$ cat src/rtl/ahb_addr_decoder.sv
// AHB address decoder: one-hot slave selects for equally sized regions, registered
// data-phase mux index, and a built-in default slave that answers unmapped accesses with ERROR.
module ahb_addr_decoder #(
    parameter int                          AHB_ADDR_WIDTH  = 32,
    parameter logic [AHB_ADDR_WIDTH-1:0]   AHB_BASE_ADDR   = 32'h20300000,
    parameter int                          AHB_SPACE_WIDTH = 16,
    parameter int                          REGION_WIDTH    = 10,
    parameter int                          SLAVE_DEVICES   = 4,
    parameter logic [SLAVE_DEVICES-1:0]    SLAVE_EN_MASK   = {SLAVE_DEVICES{1'b1}},
    parameter int                          ERR_CNT_WIDTH   = 8,
    localparam int                         DSEL_WIDTH      = $clog2(SLAVE_DEVICES + 1)
) (
    input  logic                       ahb_clk_in,
    input  logic                       ahb_rstn_in,
    input  logic [AHB_ADDR_WIDTH-1:0]  ahb_addr_in,
    input  logic [1:0]                 ahb_trans_in,
    input  logic                       ahb_ready_in,
    input  logic                       err_clr_in,
    output logic [SLAVE_DEVICES-1:0]   slave_sel_out,
    output logic [DSEL_WIDTH-1:0]      data_sel_out,
    output logic                       def_ready_out,
    output logic                       def_resp_out,
    output logic [ERR_CNT_WIDTH-1:0]   err_cnt_out
);

    localparam int IDX_WIDTH = AHB_SPACE_WIDTH - REGION_WIDTH;

    typedef enum logic [1:0] {
        ST_IDLE = 2'd0,
        ST_ERR1 = 2'd1,
        ST_ERR2 = 2'd2
    } def_state_t;

    logic                     base_match;
    logic [IDX_WIDTH-1:0]     region_idx;
    logic [SLAVE_DEVICES-1:0] slave_sel;
    logic                     hit;
    logic [DSEL_WIDTH-1:0]    data_sel_next;
    logic                     err_entry;
    logic                     unused_addr_bits;

    def_state_t               state_reg;
    logic [DSEL_WIDTH-1:0]    data_sel_reg;
    logic                     def_ready_reg;
    logic                     def_resp_reg;
    logic [ERR_CNT_WIDTH-1:0] err_cnt_reg;

    assign base_match = (ahb_addr_in[AHB_ADDR_WIDTH-1:AHB_SPACE_WIDTH]
                         == AHB_BASE_ADDR[AHB_ADDR_WIDTH-1:AHB_SPACE_WIDTH]);
    assign region_idx = ahb_addr_in[AHB_SPACE_WIDTH-1:REGION_WIDTH];
    assign unused_addr_bits = ^{ahb_addr_in[REGION_WIDTH-1:0], ahb_trans_in[0]};

    // Indices >= SLAVE_DEVICES never match any comparator, so they fall to the default slave.
    genvar gi;
    generate
        for (gi = 0; gi < SLAVE_DEVICES; gi++) begin : g_sel
            assign slave_sel[gi] = base_match && (region_idx == IDX_WIDTH'(gi))
                                   && SLAVE_EN_MASK[gi];
        end
    endgenerate

    assign hit = |slave_sel;

    always_comb begin
        data_sel_next = '0;
        for (int i = 0; i < SLAVE_DEVICES; i++) begin
            if (slave_sel[i]) begin
                data_sel_next = DSEL_WIDTH'(i + 1);
            end
        end
    end

    // ERR1 always advances to ERR2, so a capture during ERR1 cannot open a new error.
    assign err_entry = ahb_ready_in && !hit && ahb_trans_in[1] && (state_reg != ST_ERR1);

    always_ff @(posedge ahb_clk_in) begin
        if (!ahb_rstn_in) begin
            state_reg     <= ST_IDLE;
            data_sel_reg  <= '0;
            def_ready_reg <= 1'b1;
            def_resp_reg  <= 1'b0;
            err_cnt_reg   <= '0;
        end else begin
            if (ahb_ready_in) begin
                data_sel_reg <= data_sel_next;
            end

            case (state_reg)
                ST_ERR1: begin
                    state_reg     <= ST_ERR2;
                    def_ready_reg <= 1'b1;
                    def_resp_reg  <= 1'b1;
                end
                default: begin
                    if (err_entry) begin
                        state_reg     <= ST_ERR1;
                        def_ready_reg <= 1'b0;
                        def_resp_reg  <= 1'b1;
                    end else begin
                        state_reg     <= ST_IDLE;
                        def_ready_reg <= 1'b1;
                        def_resp_reg  <= 1'b0;
                    end
                end
            endcase

            if (err_clr_in) begin
                err_cnt_reg <= '0;
            end else if (err_entry && (err_cnt_reg != '1)) begin
                err_cnt_reg <= err_cnt_reg + 1'b1;
            end
        end
    end

    assign slave_sel_out = slave_sel;
    assign data_sel_out  = data_sel_reg;
    assign def_ready_out = def_ready_reg;
    assign def_resp_out  = def_resp_reg;
    assign err_cnt_out   = err_cnt_reg;

endmodule
$ cat config.mk
export PLATFORM = sky130hd
export DESIGN_NAME = ahb_addr_decoder
export DESIGN_NICKNAME = d
export VERILOG_FILES = /design/src/rtl/ahb_addr_decoder.sv
export SDC_FILE = /design/constraint.sdc
export NUM_CORES = 1
export LEC_CHECK = 0
export CORE_MARGIN = 2
export CORE_UTILIZATION = 35
export CTS_CLUSTER_SIZE = 12
export DETAILED_ROUTE_END_ITERATION = 8
export GPL_ROUTABILITY_DRIVEN = 0
export PLACE_DENSITY = 0.86
export SKIP_CTS_REPAIR_TIMING = 1
export SLEW_MARGIN = 20
export SYNTH_ARGS = -nofsm -noshare
export SYNTH_HDL_FRONTEND = slang
export SYNTH_SLANG_ARGS = --single-unit
$ cat constraint.sdc
create_clock -name ahb_clk_in -period 2.2 [get_ports ahb_clk_in]
set_input_delay 0.33 -clock ahb_clk_in [delete_from_list [all_inputs] [get_ports ahb_clk_in]]
set_output_delay 0.33 -clock ahb_clk_in [all_outputs]
set_load 0.005 [all_outputs]
==> results.py, run 1 <==
metrics = {
    "grt": {
        "grt_use_met2_pct": 32.7,
        "top_usage_layer": "met2",
        "antenna_found_initial": 0,
        "grt_first_pass_wirelength_um": 3390,
        "grt_use_met1_pct": 17.0,
        "grt-ovfl-total": 0,
        "grt_use_met3_pct": 1.72,
        "first_global_vias": 872,
        "grt_max_degree": 11,
        "grt_util_all_layers_pct": 16.8,
    },
    "timing": {
        "setup_viol": 0,
        "worst_pin_slew_ps": 430,
        "relSlewSlack_pct": 71.3,
        "post-route-period-util_pct": 96.3,
        "tns_ps": 0,
        "hold_violations": 0,
        "fmax_ghz": 0.472,
        "slew_viol_final": 0,
        "period_minus_slack_ps": 2120,
        "clock_skew_ps": 3.24,
        "holdWs_ps": 482,
    },
    "clock_network": {
        "clock_latency_ps": 280,
        "cts_buffers": 3,
        "cts_sinks": 15,
        "cts_buffer_depth": 2,
        "path_clk_slew_ps": 100,
        "htreeDepth": 1,
        "cts_root_buffer": "clkbuf_4",
        "tritoncts": "built",
    },
    "floorplanning": {
        "core_um2": 2190,
        "dieArea_um2": 2710,
        "core.rowCount": 17,
        "die_h_um": 52.1,
        "initial_utilization_pct": 37.0,
        "die_w_um": 52.1,
        "io_pins": 55,
    },
    "layout": {
        "drive_above_1_share_pct": 16.6,
        "fill_cells": 178,
        "largest_register_ff_count": 8,
        "n_antenna_cell": 0,
        "nNetsFinal": 185,
        "utilization_pct": 62.4,
        "syn2layout_area_growth_pct": 68.9,
        "fin_cells": 173,
    },
    "logic_synthesis": {
        "synth_flop_cell": "dfxtp_1",
        "avgSynthCellArea_um2": 8.70,
        "syn_nets": 132,
        "synth_edf_count": 0,
        "syn-cell-area_um2": 810,
        "ys_warn_count": 0,
        "ys_top_cells_by_area": "dfxtp_1 (37%), nand2_1 (4.2%), nand3_1 (3.7%)",
        "synth_cell_types": 38,
        "yosysMostFrequentCell": "dfxtp_1",
        "yosysTopAreaCellShare_pct": 37.1,
        "netlist_instances": 93,
        "synth.largest_area_cell": "dfxtp_1",
        "synthTopCellsByCount": "dfxtp_1 (15), nand2_1 (9), nand3_1 (6), nor2_1 (6), a21oi_1 (5)",
        "ys_seq_elements": 15,
        "async_reset_ff_share_pct": 0,
        "ys_seq_area_share_pct": 37.1,
    },
    "critical_path": {
        "crit_slowest_cell": "clkdlybuf4s50_1",
        "path_cells": "clkdlybuf4s50_1, nor4_1, and3_1, and2_4, nand2_1, nor2_1, dlymetal6s2s_1",
        "max_stage_delay_ps": 410,
        "critPathTopFamily": "simple AND/OR/NAND/NOR gates",
        "path_class": "input port to primary output",
        "cp-start-kind": "input port",
        "critical_path_buf_inv_count": 2,
        "crit_path_end_kind": "primary output",
        "worstPathRequired_ps": 1870,
        "cp.arrival_ps": 1790,
        "cp_max_fo": 3,
    },
    "route": {
        "wl_um": 2170,
        "ant_nets": 0,
        "vias": 914,
        "first_pass_iters": 4,
        "drc": 0,
        "wl_per_cell_um": 12.5,
        "via_per_inst": 5.28,
        "drtIter0Drc": 18,
    },
    "placed_design": {
        "port_buffers": 43,
        "hpwl_um": 1730,
        "dp.cells": 168,
    },
    "run": {
        "drv_cap": 0,
    },
    "power": {
        "p_int_w": 0.000398,
        "pwr-share-clk_pct": 30.3,
        "p_sw_w": 0.000121,
        "leakage_nw": 0.600,
        "seqPwrFrac_pct": 53.3,
        "peakVddDrop_uv": 258,
        "p_per_area_nw_per_um2": 380,
        "p_sw_share_pct": 23.4,
        "combPwrFrac_pct": 16.4,
    },
    "status": {
        "status": "completed",
    },
    "hold_path": {
        "worst_hold_path_type": "flip-flop to flip-flop",
    },
}
[worst paths after layout]
kind,from,endpoint,slack (ps),depth (start not counted)
worst min-delay path,data_sel_out[2]$_SDFFE_PN0P_,data_sel_out[2]$_SDFFE_PN0P_,480,2
worst max register to register,err_cnt_out[0]$_SDFFE_PP0P_,err_cnt_out[3]$_SDFFE_PP0P_,490,5
worst max-delay path,ahb_addr_in[30],slave_sel_out[1],80,7
worst min register to register,data_sel_out[2]$_SDFFE_PN0P_,data_sel_out[2]$_SDFFE_PN0P_,480,2
[through the flow]
step	setup slack, ps	total power [W]	instance area, um2
final	81.8	0.000519	1370
after floorplan	388	0.000305	810
after CTS	-394	0.000523	1330
after global routing	-4.40	0.000541	1370
after detailed placement	-377	0.000367	1300
after global placement	-341	0.000364	1300
[worst register-to-register path, cell delays in order (launching register included)]
cell	delay, ps
dfxtp_1	360
ha_1	320
a41oi_4	380
nand3_1	140
or3_1	320
a21oi_1	130
[cells in the final DEF, fill, tap and decap left out, types with 3 or more instances in the layout]
master / Yosys / layout
clkdlybuf4s50_1: 0 / 36
and3_1: 3 / 3
a21oi_1: 5 / 4
dlymetal6s2s_1: 0 / 6
nor4_1: 4 / 4
clkbuf_4: 0 / 3
nand2_1: 9 / 8
buf_4: 1 / 9
nand3_1: 6 / 6
dfxtp_1: 15 / 15
nor2_1: 6 / 5
nand2b_1: 4 / 4
[per-layer routing]
layer | part of all wire, % | up-vias
li1 | - | 453
met1 | 38 | 424
met2 | 54 | 35
met3 | 6.3 | 2
met4 | 1.2 | 0
met5 | 0 | -
[power groups by stage]
stage	Sequential [W]	Clock, W	Combinational, W
floorplan	0.000283	0	0.0000211
global placement	0.000283	0	0.0000813
detailed placement	0.000283	0	0.0000835
CTS	0.000277	0.000162	0.0000839
global route	0.000277	0.000172	0.0000917
finish	0.000277	0.000158	0.0000849
[logic make-up (layout without fill, tap and decap cells)]
kind of cell             after synthesis  after routing  share of synthesized area (%)
buffers and inverters                  5             57                           5.10
multiplexers                           1              1                           1.24
AO/OA/AOI/OAI                         20             20                           19.6
flip-flops                            15             15                           37.1
AND/OR/NAND/NOR                       50             50                           34.3
XOR/XNOR                               1              1                           1.08
adder cells (fa/ha/maj)                1              1                           1.55
[cell type report]
type                       count  area [um2]  share of cell area, %
timing repair buffer          52         508                   37.1
multi-input combinational     73         493                   36.0
sequential                    15         300                   22.0
tap                           28        35.0                   2.56
clock buffer                   3        22.5                   1.65
clock inverter                 1        5.00                  0.366
inverter                       1        3.75                  0.274
No activity file was read; power rests on OpenSTA's default activity.
==> run 2, diff against run 1 <==
- CORE_ASPECT_RATIO: not set -> 1.1
==> run 2 against run 1 <==
Against the previous run:
- power rose by 0.86%
- hold slack lost 6.1 ps
- critical endpoint is now slave_sel_out[2]
- via count is 1.6% higher
- sequential share of layout area is 0.22 points lower
- global-route usage grew 1.8 points
- final cell count rose by 1.2%
==> results.py, run 2 (synthesis gave the netlist of run 1 again) <==
metrics = {
    "timing": {
        "setup_viol": 0,
        "slew_viol_final": 0,
        "fmax_ghz": 0.477,
        "grt_setup_unrepaired": "no",
        "clock_skew_ps": 6.87,
        "post-route-period-util_pct": 95.3,
        "period_minus_slack_ps": 2100,
        "relSlewSlack_pct": 52.8,
        "fin_ws_ps": 103,
        "worst_pin_slew_ps": 708,
        "hold_violations": 0,
    },
    "clock_network": {
        "cts_sinks": 15,
        "cts_root_buffer": "clkbuf_4",
        "path_clk_slew_ps": 100,
        "cts_buffer_depth": 2,
        "htreeDepth": 1,
        "cts_buffers": 3,
        "tritoncts": "built",
        "clock_latency_ps": 290,
    },
    "floorplanning": {
        "io_pins": 55,
        "initial_utilization_pct": 36.3,
        "dieArea_um2": 2710,
        "die_h_um": 54.4,
        "die_w_um": 49.9,
        "core_um2": 2230,
        "core.rowCount": 18,
    },
    "layout": {
        "largest_register_ff_count": 8,
        "final_cell_mix": "clkdlybuf4s50_1 (35), dfxtp_1 (15), buf_4 (8)",
        "n_antenna_cell": 0,
        "syn2layout_area_growth_pct": 70.6,
        "nNetsFinal": 185,
        "drive_above_1_share_pct": 17.2,
        "final_common_cell": "clkdlybuf4s50_1",
    },
    "grt": {
        "grt-ovfl-total": 0,
        "antenna_found_initial": 0,
        "grt_util_all_layers_pct": 18.5,
        "first_global_vias": 925,
        "grt_max_degree": 11,
        "grt_first_pass_wirelength_um": 3680,
    },
    "route": {
        "first_pass_iters": 4,
        "vias": 929,
        "wl_um": 2300,
        "wl_per_cell_um": 13.1,
        "drtIter0Drc": 20,
        "via_per_inst": 5.31,
        "drc": 0,
        "ant_nets": 0,
    },
    "status": {
        "status": "completed",
    },
    "run": {
        "drv_cap": 0,
    },
    "placed_design": {
        "dp_slack_ps": -426,
        "port_buffers": 43,
        "hpwl_um": 1790,
    },
    "power": {
        "peakVddDrop_uv": 239,
        "total_power_w": 0.000524,
        "p_per_area_nw_per_um2": 379,
        "leakage_nw": 0.613,
    },
    "critical_path": {
        "crit_path_end_kind": "primary output",
        "cp.arrival_ps": 1770,
        "cp_max_fo": 3,
        "worstPathRequired_ps": 1870,
        "path_class": "input port to primary output",
        "cp-start-kind": "input port",
    },
    "hold_path": {
        "worst_hold_path_type": "flip-flop to flip-flop",
    },
}
## run 2: cell types whose count changed in the layout (fill, tap and decap cells not counted), sizes merged
cell / change
dlymetal6s2s: +1
clkbuf: -1
buf: +1
clkdlybuf4s50: -1
## run 2: per-layer routing
layer / track usage [%] / vias up / routed length [um]
li1: - / 452 / -
met1: 18.9 / 427 / 896
met2: 36.0 / 45 / 1190
met3: 4.10 / 5 / 168
met4: 9.72 / 0 / 40
met5: 0 / - / 0
## run 2: through the flow
step / utilization, % / area [um2] / hold WS (ps) / cells / TNS, ps
global placement: 58.0 / 1290 / 460 / 169 / -1380
detailed placement: 58.0 / 1290 / 465 / 169 / -1610
global route: 62.0 / 1380 / 500 / 175 / 0
floorplan: - / 810 / 460 / 93 / 0
finish: 62.0 / 1380 / 476 / 175 / 0
CTS: 59.2 / 1320 / 480 / 173 / -1570
## run 2: area by class of cell
cell class / instances / area [um2]
fillers: 189 / 848
repair buffers: 52 / 514
multi-input cells: 73 / 498
flip-flops and latches: 15 / 300
well taps: 30 / 37.5
clock buffers: 3 / 22.5
clock inverters: 1 / 5.00
inverters: 1 / 3.75
## run 2: final timing paths
kind,cells after the start,startpoint,slack [ps],to
max,7,ahb_addr_in[30],100,slave_sel_out[2]
min,2,data_sel_out[1]$_SDFFE_PN0P_,480,data_sel_out[1]$_SDFFE_PN0P_
max reg2reg,5,err_cnt_out[0]$_SDFFE_PP0P_,460,err_cnt_out[3]$_SDFFE_PP0P_
min reg2reg,2,data_sel_out[1]$_SDFFE_PN0P_,480,data_sel_out[1]$_SDFFE_PN0P_
## run 2: worst max-delay path: stages
cell             delay, ps
clkdlybuf4s50_1        410
nor4_1                 270
and3_1                 260
nand2_2                110
nor2_2                 150
and2_1                 140
dlymetal6s2s_1         120
## run 2: where the power goes
part	internal (W)	leakage (nW)	switching, W
clock	0.0000676	0.0177	0.0000931
combinational	0.0000555	0.474	0.0000304
sequential	0.000275	0.121	0.00000205
total	0.000398	0.613	0.000126
==> run 3, diff against run 2 <==
- CORE_ASPECT_RATIO: 1.1 -> 1.4
==> run 3 against run 2 <==
Against the previous run:
- first-iteration DRC count rose by 15%
- clock skew fell by 1.0 ps
- highest routed layer unchanged
- register-to-register slack improved by 50 ps
- setup slack improved by 4.3 ps
- sequential share of layout area rose by 0.52 points
- largest cell class unchanged
- sequential power barely moved
- die area rose by 0.18%
- clock power barely moved
- hold slack improved by 4.9 ps
- non-clock buffer count did not move
==> results.py, run 3 (synthesis gave the netlist of run 1 again) <==
metrics = {
    "status": {
        "status": "completed",
    },
    "critical_path": {
        "path_class": "input port to primary output",
        "crit_slowest_cell": "clkdlybuf4s50_1",
        "cp.arrival_ps": 1760,
        "cp-start-kind": "input port",
        "worstPathRequired_ps": 1870,
        "critPathTopFamily": "simple AND/OR/NAND/NOR gates",
        "crit_path_end_kind": "primary output",
        "critical_path_buf_inv_count": 2,
        "path_cells": "clkdlybuf4s50_1, nor4_1, and3_1, and2_4, nand2_2, nor2_2, buf_2",
        "cp_max_fo": 3,
        "max_stage_delay_ps": 400,
    },
    "layout": {
        "largest_register_ff_count": 8,
        "final_common_cell": "clkdlybuf4s50_1",
        "final_cell_mix": "clkdlybuf4s50_1 (36), dfxtp_1 (15), buf_4 (9)",
        "fin_cells": 167,
        "utilization_pct": 62.0,
        "nNetsFinal": 185,
        "syn2layout_area_growth_pct": 66.6,
        "drive_above_1_share_pct": 17.2,
        "n_antenna_cell": 0,
    },
    "grt": {
        "grt_max_degree": 11,
        "antenna_found_initial": 0,
        "grt_util_all_layers_pct": 17.3,
        "first_global_vias": 896,
        "grt-ovfl-total": 0,
        "grt_first_pass_wirelength_um": 3460,
    },
    "timing": {
        "post-route-period-util_pct": 95.1,
        "fmax_ghz": 0.478,
        "fin_ws_ps": 108,
        "setup_viol": 0,
        "relSlewSlack_pct": 49.8,
        "period_minus_slack_ps": 2090,
        "worst_pin_slew_ps": 752,
        "clock_skew_ps": 5.83,
        "hold_violations": 0,
        "slew_viol_final": 0,
        "holdWs_ps": 481,
    },
    "placed_design": {
        "hpwl_um": 1660,
        "port_buffers": 43,
        "dp_slack_ps": -410,
        "dp.cells": 161,
    },
    "floorplanning": {
        "die_w_um": 44.6,
        "initial_utilization_pct": 37.2,
        "die_h_um": 60.9,
        "io_pins": 55,
        "core_um2": 2180,
        "dieArea_um2": 2720,
        "core.rowCount": 20,
    },
    "clock_network": {
        "cts_sinks": 15,
        "cts_buffer_depth": 2,
        "htreeDepth": 1,
        "path_clk_slew_ps": 90,
        "cts_root_buffer": "clkbuf_4",
        "tritoncts": "built",
        "cts_buffers": 3,
        "clock_latency_ps": 290,
    },
    "hold_path": {
        "worst_hold_path_type": "flip-flop to flip-flop",
    },
    "power": {
        "total_power_w": 0.000523,
        "leakage_nw": 0.581,
        "p_per_area_nw_per_um2": 388,
        "peakVddDrop_uv": 220,
    },
    "route": {
        "drtIter0Drc": 23,
        "first_pass_iters": 4,
        "wl_per_cell_um": 13.3,
        "ant_nets": 0,
        "vias": 950,
        "via_per_inst": 5.69,
        "wl_um": 2220,
        "drc": 0,
    },
    "run": {
        "drv_cap": 0,
    },
}
## run 3: final cells by class
cell class | count | area [um2]
fill | 178 | 828
timing repair buffer | 52 | 500
multi-input combinational | 73 | 489
sequential | 15 | 300
tap | 22 | 27.5
clock buffer | 3 | 22.5
clock inverter | 1 | 5.00
inverter | 1 | 3.75
## run 3: layer usage
metal | up-vias | GRT usage (%) | share of wire, %
met5 | - | 0 | 0
met1 | 433 | 17.2 | 39
li1 | 455 | - | -
met3 | 7 | 5.95 | 9.0
met2 | 55 | 30.8 | 51
met4 | 0 | 9.52 | 1.8
## run 3: worst register-to-register path, cell delays in order, from the launching register on
cell and delay (ps):
dfxtp_1 350, ha_1 320, a41oi_4 370, nand3_1 140
or3_1 320, a21oi_1 130
## run 3: path summary, 6_finish.rpt
kind                            slack (ps)                           end                    startpoint  cells after the start
worst min-delay path                   480  data_sel_out[1]$_SDFFE_PN0P_  data_sel_out[1]$_SDFFE_PN0P_                      2
worst max-delay path                   110              slave_sel_out[1]               ahb_addr_in[30]                      7
worst max register to register         510   err_cnt_out[5]$_SDFFE_PP0P_   err_cnt_out[0]$_SDFFE_PP0P_                      5
worst min register to register         480  data_sel_out[1]$_SDFFE_PN0P_  data_sel_out[1]$_SDFFE_PN0P_                      2
## run 3: report_power, final
group / leakage, nW / internal [W] / switching (W)
logic: 0.442 / 0.0000565 / 0.0000296
registers: 0.121 / 0.000275 / 0.00000200
clock network: 0.0177 / 0.0000677 / 0.0000926
total: 0.581 / 0.000399 / 0.000124
## run 3: per-stage QoR
step / area, um2 / setup TNS (ps)
detailed placement: 1280 / -1420
floorplan: 810 / 0
finish: 1350 / 0
global route: 1350 / -64.4
CTS: 1310 / -1460
global placement: 1280 / -1310
